**config.mk**
```make
export PLATFORM = sky130hd
export DESIGN_NAME = inst_fetch_queue
export DESIGN_NICKNAME = d
export VERILOG_FILES = /design/src/rtl/inst_fetch_queue.sv
export SDC_FILE = /design/constraint.sdc
export NUM_CORES = 1
export LEC_CHECK = 0
export BUFFER_PORTS_ARGS = -buffer_cell sky130_fd_sc_hd__buf_2
export CAP_MARGIN = 20
export CORE_ASPECT_RATIO = 0.5
export CORE_UTILIZATION = 50
export CTS_CLUSTER_DIAMETER = 40
export DETAILED_ROUTE_END_ITERATION = 16
export PLACE_DENSITY_LB_ADDON = 0.25
export RECOVER_POWER = 50
export SLEW_MARGIN = 10
export SYNTH_ARGS = -nofsm -noshare
export SYNTH_HDL_FRONTEND = slang
export SYNTH_SLANG_ARGS = --single-unit
```
**constraint.sdc**
```tcl
create_clock -name clk -period 5.5 [get_ports clk]
set_input_delay 0.825 -clock clk [delete_from_list [all_inputs] [get_ports clk]]
set_output_delay 0.825 -clock clk [all_outputs]
set_load 0.02 [all_outputs]
```
**src/rtl/inst_fetch_queue.sv**
```systemverilog
// -----------------------------------------------------------------------------
// inst_fetch_queue
//
// Instruction fetch front end. It issues word reads to a synchronous
// instruction ROM, decodes each returned word into MIPS-style fields and
// buffers the results in a small FIFO for the decode stage. A request is only
// issued when the queue has space for it and for any response already in
// flight, so the queue can never overflow. A redirect flushes the queue, drops
// the in-flight response and restarts fetch at the new word address.
//
// Optional feature (macro INSTQ_BYPASS_EN):
//   When the macro is defined and the queue is empty, a response is presented
//   on the head outputs in the cycle it arrives. If the consumer takes it, it
//   is never written into the queue. Without the macro, the head outputs only
//   show stored entries.
//
// Parameters
//   DEPTH     queue entries (power of two, >= 2)
//   MEM_BITS  instruction-memory word-address width
//   RESET_PC  fetch word address after reset
//
// Ports
//   clk, rst            clock; asynchronous active-high reset
//   imem_req/imem_addr  ROM read request and word address
//   imem_data           ROM word, valid one cycle after imem_req
//   redirect/_pc        flush and restart fetch at redirect_pc
//   deq_ready           consumer accepts the head entry
//   deq_valid           head entry present
//   opcode..address     decoded fields of the head entry
//   pc                  word address the head entry was fetched from
//   pc_in_range         head pc lies inside the instruction memory
//   count               occupied queue entries
// -----------------------------------------------------------------------------
module inst_fetch_queue #(
    parameter int unsigned DEPTH    = 4,
    parameter int unsigned MEM_BITS = 11,
    parameter logic [31:0] RESET_PC = 32'd0
) (
    input  logic                     clk,
    input  logic                     rst,
    output logic                     imem_req,
    output logic [MEM_BITS-1:0]      imem_addr,
    input  logic [31:0]              imem_data,
    input  logic                     redirect,
    input  logic [31:0]              redirect_pc,
    input  logic                     deq_ready,
    output logic                     deq_valid,
    output logic [11:0]              opcode,
    output logic [4:0]               rs,
    output logic [4:0]               rt,
    output logic [4:0]               rd,
    output logic [4:0]               shamt,
    output logic [15:0]              immediate,
    output logic [25:0]              address,
    output logic [31:0]              pc,
    output logic                     pc_in_range,
    output logic [$clog2(DEPTH):0]   count
);

    localparam int unsigned PTR_W  = $clog2(DEPTH);
    localparam int unsigned CNT_W  = PTR_W + 1;
    localparam int unsigned OCC_W  = CNT_W + 1;
    localparam int unsigned WORD_W = 32;

    // One past the last valid word address; 33 bits so it never overflows.
    localparam logic [WORD_W:0] MEM_SIZE = (WORD_W + 1)'(1) << MEM_BITS;

    typedef struct packed {
        logic [11:0] opcode;
        logic [4:0]  rs;
        logic [4:0]  rt;
        logic [4:0]  rd;
        logic [4:0]  shamt;
        logic [15:0] immediate;
        logic [25:0] address;
    } dec_t;

    // R-type words carry the function code in the low opcode bits.
    function automatic dec_t decode(input logic [WORD_W-1:0] inst);
        dec_t d;
        if (inst[31:26] == 6'd0) begin
            d.opcode = {inst[31:26], inst[5:0]};
        end else begin
            d.opcode = {inst[31:26], 6'd0};
        end
        d.rs        = inst[25:21];
        d.rt        = inst[20:16];
        d.rd        = inst[15:11];
        d.shamt     = inst[10:6];
        d.immediate = inst[15:0];
        d.address   = inst[25:0];
        return d;
    endfunction

    // Fetch and queue state
    logic [WORD_W-1:0] fetch_pc;
    logic [WORD_W-1:0] req_pc;
    logic              inflight;
    logic [PTR_W-1:0]  head;
    logic [PTR_W-1:0]  tail;
    logic [CNT_W-1:0]  cnt;

    logic [WORD_W-1:0] inst_mem [DEPTH];
    logic [WORD_W-1:0] pc_mem   [DEPTH];

    // Control
    logic [OCC_W-1:0]  occupancy;
    logic              rsp_valid;
    logic              stored_valid;
    logic              bypass;
    logic              head_valid;
    logic              wr_en;
    logic              rd_en;

    // Head selection
    logic [WORD_W-1:0] head_inst;
    logic [WORD_W-1:0] head_pc;
    dec_t              dec;

    // Request credit, response handling and dequeue control.
    always_comb begin
        occupancy    = {1'b0, cnt} + {{CNT_W{1'b0}}, inflight};
        imem_req     = !redirect && (occupancy < OCC_W'(DEPTH));
        // A response returning during a redirect belongs to the old stream.
        rsp_valid    = inflight && !redirect;
        stored_valid = (cnt != '0);
`ifdef INSTQ_BYPASS_EN
        bypass       = rsp_valid && !stored_valid;
`else
        bypass       = 1'b0;
`endif
        head_valid   = stored_valid || bypass;
        deq_valid    = head_valid && !redirect;
        rd_en        = stored_valid && !redirect && deq_ready;
        // A bypassed word taken by the consumer is not stored.
        wr_en        = rsp_valid && !(bypass && deq_ready);
    end

    assign imem_addr = fetch_pc[MEM_BITS-1:0];
    assign count     = cnt;

    // Fetch PC, in-flight tracking and queue pointers.
    always_ff @(posedge clk or posedge rst) begin
        if (rst) begin
            fetch_pc <= RESET_PC;
            req_pc   <= '0;
            inflight <= 1'b0;
            head     <= '0;
            tail     <= '0;
            cnt      <= '0;
        end else if (redirect) begin
            fetch_pc <= redirect_pc;
            inflight <= 1'b0;
            head     <= '0;
            tail     <= '0;
            cnt      <= '0;
        end else begin
            if (imem_req) begin
                fetch_pc <= fetch_pc + WORD_W'(1);
                req_pc   <= fetch_pc;
            end
            inflight <= imem_req;
            if (wr_en) begin
                tail <= tail + PTR_W'(1);
            end
            if (rd_en) begin
                head <= head + PTR_W'(1);
            end
            case ({wr_en, rd_en})
                2'b10:   cnt <= cnt + CNT_W'(1);
                2'b01:   cnt <= cnt - CNT_W'(1);
                default: cnt <= cnt;
            endcase
        end
    end

    // Queue storage; contents are qualified by cnt, so no reset is needed.
    always_ff @(posedge clk) begin
        if (wr_en) begin
            inst_mem[tail] <= imem_data;
            pc_mem[tail]   <= req_pc;
        end
    end

    // Head entry decode; all fields read as zero when nothing is presented.
    always_comb begin
        head_inst   = inst_mem[head];
        head_pc     = pc_mem[head];
        if (bypass) begin
            head_inst = imem_data;
            head_pc   = req_pc;
        end
        dec         = '0;
        pc          = '0;
        pc_in_range = 1'b0;
        if (head_valid) begin
            dec         = decode(head_inst);
            pc          = head_pc;
            pc_in_range = ({1'b0, head_pc} < MEM_SIZE);
        end
        opcode    = dec.opcode;
        rs        = dec.rs;
        rt        = dec.rt;
        rd        = dec.rd;
        shamt     = dec.shamt;
        immediate = dec.immediate;
        address   = dec.address;
    end

endmodule

```
[Word-level counts from Yosys, hierarchy flattened]
Memory sizes are Yosys's and may differ from the RTL's.
Cells that the tools add are included.
Widths: inputs -> output; s select.
Operators by class
  equal/unequal tests: 2
  muxes and demuxes: 15
  $add $sub $neg: 6
  bitwise gates (word level): 1
  reductions and logical operators: 12
  magnitude comparators: 2
Operators by type and width (count)
  $mux 32: 3
  $mux 74: 1
  $add 32x1->32 const B: 1
  $lt 32x12->1 const B: 1
  $mux 2: 4
  $logic_not 6->1: 1
  $mux 6: 1
  $pmux 3 s2: 1
  $reduce_bool 2->1: 3
  $reduce_bool 3->1: 2
  $add 2x1->2 const B: 2
  $add 3x1->4: 1
  $logic_and 1x1->1: 4
  $lt 4x3->1 const B: 1
  $mux 1: 4
  $add 3x1->3 const B: 1
  $mux 3: 1
  $sub 3x1->3 const B: 1
  $eq 2x1->1 const B: 1
  $eq 2x2->1 const B: 1
  $reduce_and 2->1: 1
  $logic_not 1->1: 1
  $not 1->1: 1
Word-level totals
  input port bits: 68
  bits in registers: 72
  memory bits (writable): 256
  memories kept: 2
Memories
  inst_mem: words 4, bits a word 32, rd ports 1, clocked after Yosys merged registers in 0, wr ports 1, line 103  | logic [WORD_W-1:0] inst_mem [DEPTH];
  pc_mem: words 4, bits a word 32, rd ports 1, clocked after Yosys merged registers in 0, wr ports 1, line 104  | logic [WORD_W-1:0] pc_mem [DEPTH];

[Depth between registers and ports, before layout]
  depth after elaboration: 6
  gate-level depth with buffers: 8

[Least setup slack after synthesis]
OpenSTA, ideal clock, no wires.
  path kind: reg-to-output
  start: register head[0]
  end: output pc_in_range
  path slack: 2.278 ns
  arrival time: 2.397 ns
  path buffers: 2
  required time: 4.675 ns
  stages on the path, launching flop included: 7
  cell sequence: dfrtp_1 -> buf_4 -> buf_2 -> mux4_2 -> nor4_1 -> nand4_1 -> nor4_1
On the way
  cells in the longest elaborated chain, start to end: 3
RTL lines
  start: declaration: line 99  | logic [PTR_W-1:0] head;
  start signal: assignment: line 167  | head <= head + PTR_W'(1);
  $mem_v2 4x32
  $lt 32x12->1: line 199  | pc_in_range = ({1'b0, head_pc} < MEM_SIZE);
  $mux 1: line 196  | if (head_valid) begin
  end: declaration: line 56  | output logic pc_in_range,
Every way passes these cells.

[Worst setup path in the final report]
  start: register cnt[2], in the netlist count[2]
  end: output opcode[3]
On the way
  cells in the longest elaborated chain, start to end: 2
RTL lines
  start: declaration: line 101  | logic [CNT_W-1:0] cnt;
  start signal: assignment: line 170  | 2'b10: cnt <= cnt + CNT_W'(1);
  start signal: assignment: line 171  | 2'b01: cnt <= cnt - CNT_W'(1);
  start signal: assignment: line 172  | default: cnt <= cnt;
  $reduce_bool 3->1: line 126  | stored_valid = (cnt != '0);
  $mux 74: line 196
  end: declaration: line 48  | output logic [11:0] opcode,
Every way passes these cells.

==> out/qor.yml <==
status: "finished with violations"
violations: "max-capacitance violations, max-slew violations"
clk_pin_slew_ns: 0.06
dp_hpwl_um: 16200
required_ns: 4.68
async_flop_share_pct: 22.0
drt-wirelength-per-cell_um: 20.1
cp-endpoint: "opcode[3]"
crit_arrival_ns: 3.80
timing.final.crit_share_pct: 84.1
grt_start_max_net_pins: 67
finalSetupTns_ns: 0
synth_edf_count: 256
gp_congestion: 0.827
final_max_slew_viol_count: 137
cts.sinks: 328
timing.hold.ws_ns: 0.512
syn-num-nets: 862
drt_iter0_drc: 469
setup_viol: 0
grt_pass1_vias: 7319
max_slew.worst_pin.slew_ns: 2.57
yosysWarnings: 0
min_from: "req_pc[31]"
totalWireLength_um: 26500
dieWidth_um: 235
vias: 7126
total_leakage_power_nw: 5.60
reg2regPathDepth: 7
die_area_um2: 28000
core_um2: 26600
criticalPathCategory: "flip-flop to output port"
antenna_found_initial: 1
cp-start-kind: "flip-flop"
layout-drive-gt1-share_pct: 33.3
numPortBuffers: 190
syn_area_um2: 13600
grt_util_all_layers_pct: 19.4
finalNetCount: 1013
ff2ff_setup_slack_ns: 1.35
cts_resized: 0
slew_headroom_pct: -71.1
yosys-top-cells-count: "edfxtp_1, dfrtp_1, and2_1, mux4_2, buf_4"
finalClockSkew_ns: 0.0170
cts.path.max_buffers: 3
overflow: 0
grt_pass1_wl_um: 41200
cts.htree.levels: 2
ir_drop_uv: 316
ys_types: 48
r2r_end: "count[1]"
startpoint: "count[2]"
clockRootBuffer: "clkbuf_16"
die_h_um: 119
hp-class: "flip-flop to flip-flop"
drc_errors: 0
cts_tree: "done"
seq_area_frac_synth_pct: 69.6
fmax_mhz: 216
crit_path_end_kind: "output port"
hold_violations: 0
row_count: 42
viasPerCell: 5.41
cap_violations: 4
ant_nets: 0
synth.area.top_cells: "edfxtp_1, dfrtp_1, mux4_2, and2_1, mux2_2"
cp_max_fo: 66
syn_area_per_cell_um2: 17.3
synth_top_area_share_pct: 56.4
first_pass_iters: 4
cts_setup_buffers: 0
synthCells: 788
rsz0062_at_grt: "no"
synthFlopType: "edfxtp_1"
yosysMostFrequentCell: "edfxtp_1"
holdBufCountCts: 0
reg2reg_from: "count[2]"
ys_seq_elements: 328
clk_latency_ns: 0.51
power_density_nw_per_um2: 521
cts_buffers: 36
start_util_pct: 51.2
syn2layout_area_growth_pct: 14.4
fin_crit_ns: 4.62
synth_area_leader_cell: "edfxtp_1"
pin_count: 191
[state kept, by name, indices dropped and copies added, names as in the netlist]
register / count
count: 3
head: 2
tail: 2
req_pc: 32
inflight: 1
pc_mem: 128
fetch_pc: 32
inst_mem: 128
[layout by cell type (no fill, tap or decap), types with 18 or more instances in the layout]
master / count
edfxtp_1: 256
buf_2: 143
dfrtp_1: 70
mux4_2: 64
and2_1: 64
clkbuf_1: 57
nand2_1: 43
clkbuf_16: 37
mux2_2: 36
xnor2_1: 20
o21ai_0: 18
[metal layers]
layer / share of wire (%) / vias to the layer above / wire [µm] / global-route usage [%]
met3: 5.0 / 43 / 1320 / 3.60
met2: 47 / 191 / 12400 / 29.5
met4: 2.1 / 0 / 554 / 5.51
li1: - / 3262 / - / -
met5: 0 / - / 0 / 0
met1: 46 / 3630 / 12300 / 28.7
[cell families after synthesis]
| kind of cell | synth area share (%) |
|---|---|
| adder cells (fa/ha/maj) | 0.606 |
| XOR/XNOR | 2.19 |
| AND/OR/NAND/NOR | 8.41 |
| AO/OA/AOI/OAI | 1.31 |
| buffers and inverters | 4.06 |
| multiplexers | 13.8 |
| flip-flops | 69.6 |
[worst min-delay path by stage]
stage,to,cells past startpoint
final,pc_mem[3][31],0
after global routing,fetch_pc[3],3
after CTS,fetch_pc[15],2
after detailed placement,pc_mem[2][9],0
after global placement,pc_mem[2][9],0
after floorplan,pc_mem[0][0],0
[where the power goes]
group	internal [mW]	total, mW	leakage (nW)	switching [mW]
Combinational	0.988	2.43	1.87	1.44
Clock	1.29	2.26	0.533	0.970
Sequential	3.06	3.43	3.20	0.364
[critical path: stages, from the launching register on]
cell and delay (ns):
dfrtp_1 0.50, or3_2 0.17, clkbuf_1 1.80, and2_1 0.39
and3_1 0.18, buf_2 0.18
[per-stage QoR]
stage	utilization (%)	setup WS (ns)	instances	total power, mW	cell area, µm²
final	58.6	0.876	1318	8.12	15600
after global routing	58.6	0.563	1318	8.49	15600
after CTS	58.9	1.10	1317	8.22	15700
after detailed placement	54.7	1.66	1253	5.95	14600
after global placement	54.7	1.76	1253	5.92	14600
after floorplan	-	2.28	788	5.31	13600
[final cells by class]
type,instances,area (µm²)
inverters,6,22.5
clock buffers,43,948
flip-flops and latches,328,9490
clock inverters,21,163
multi-input cells,370,3580
repair buffers,197,930
diodes,1,2.50
well taps,352,440
fillers,2028,11000
(Power assumes the default switching activity.)
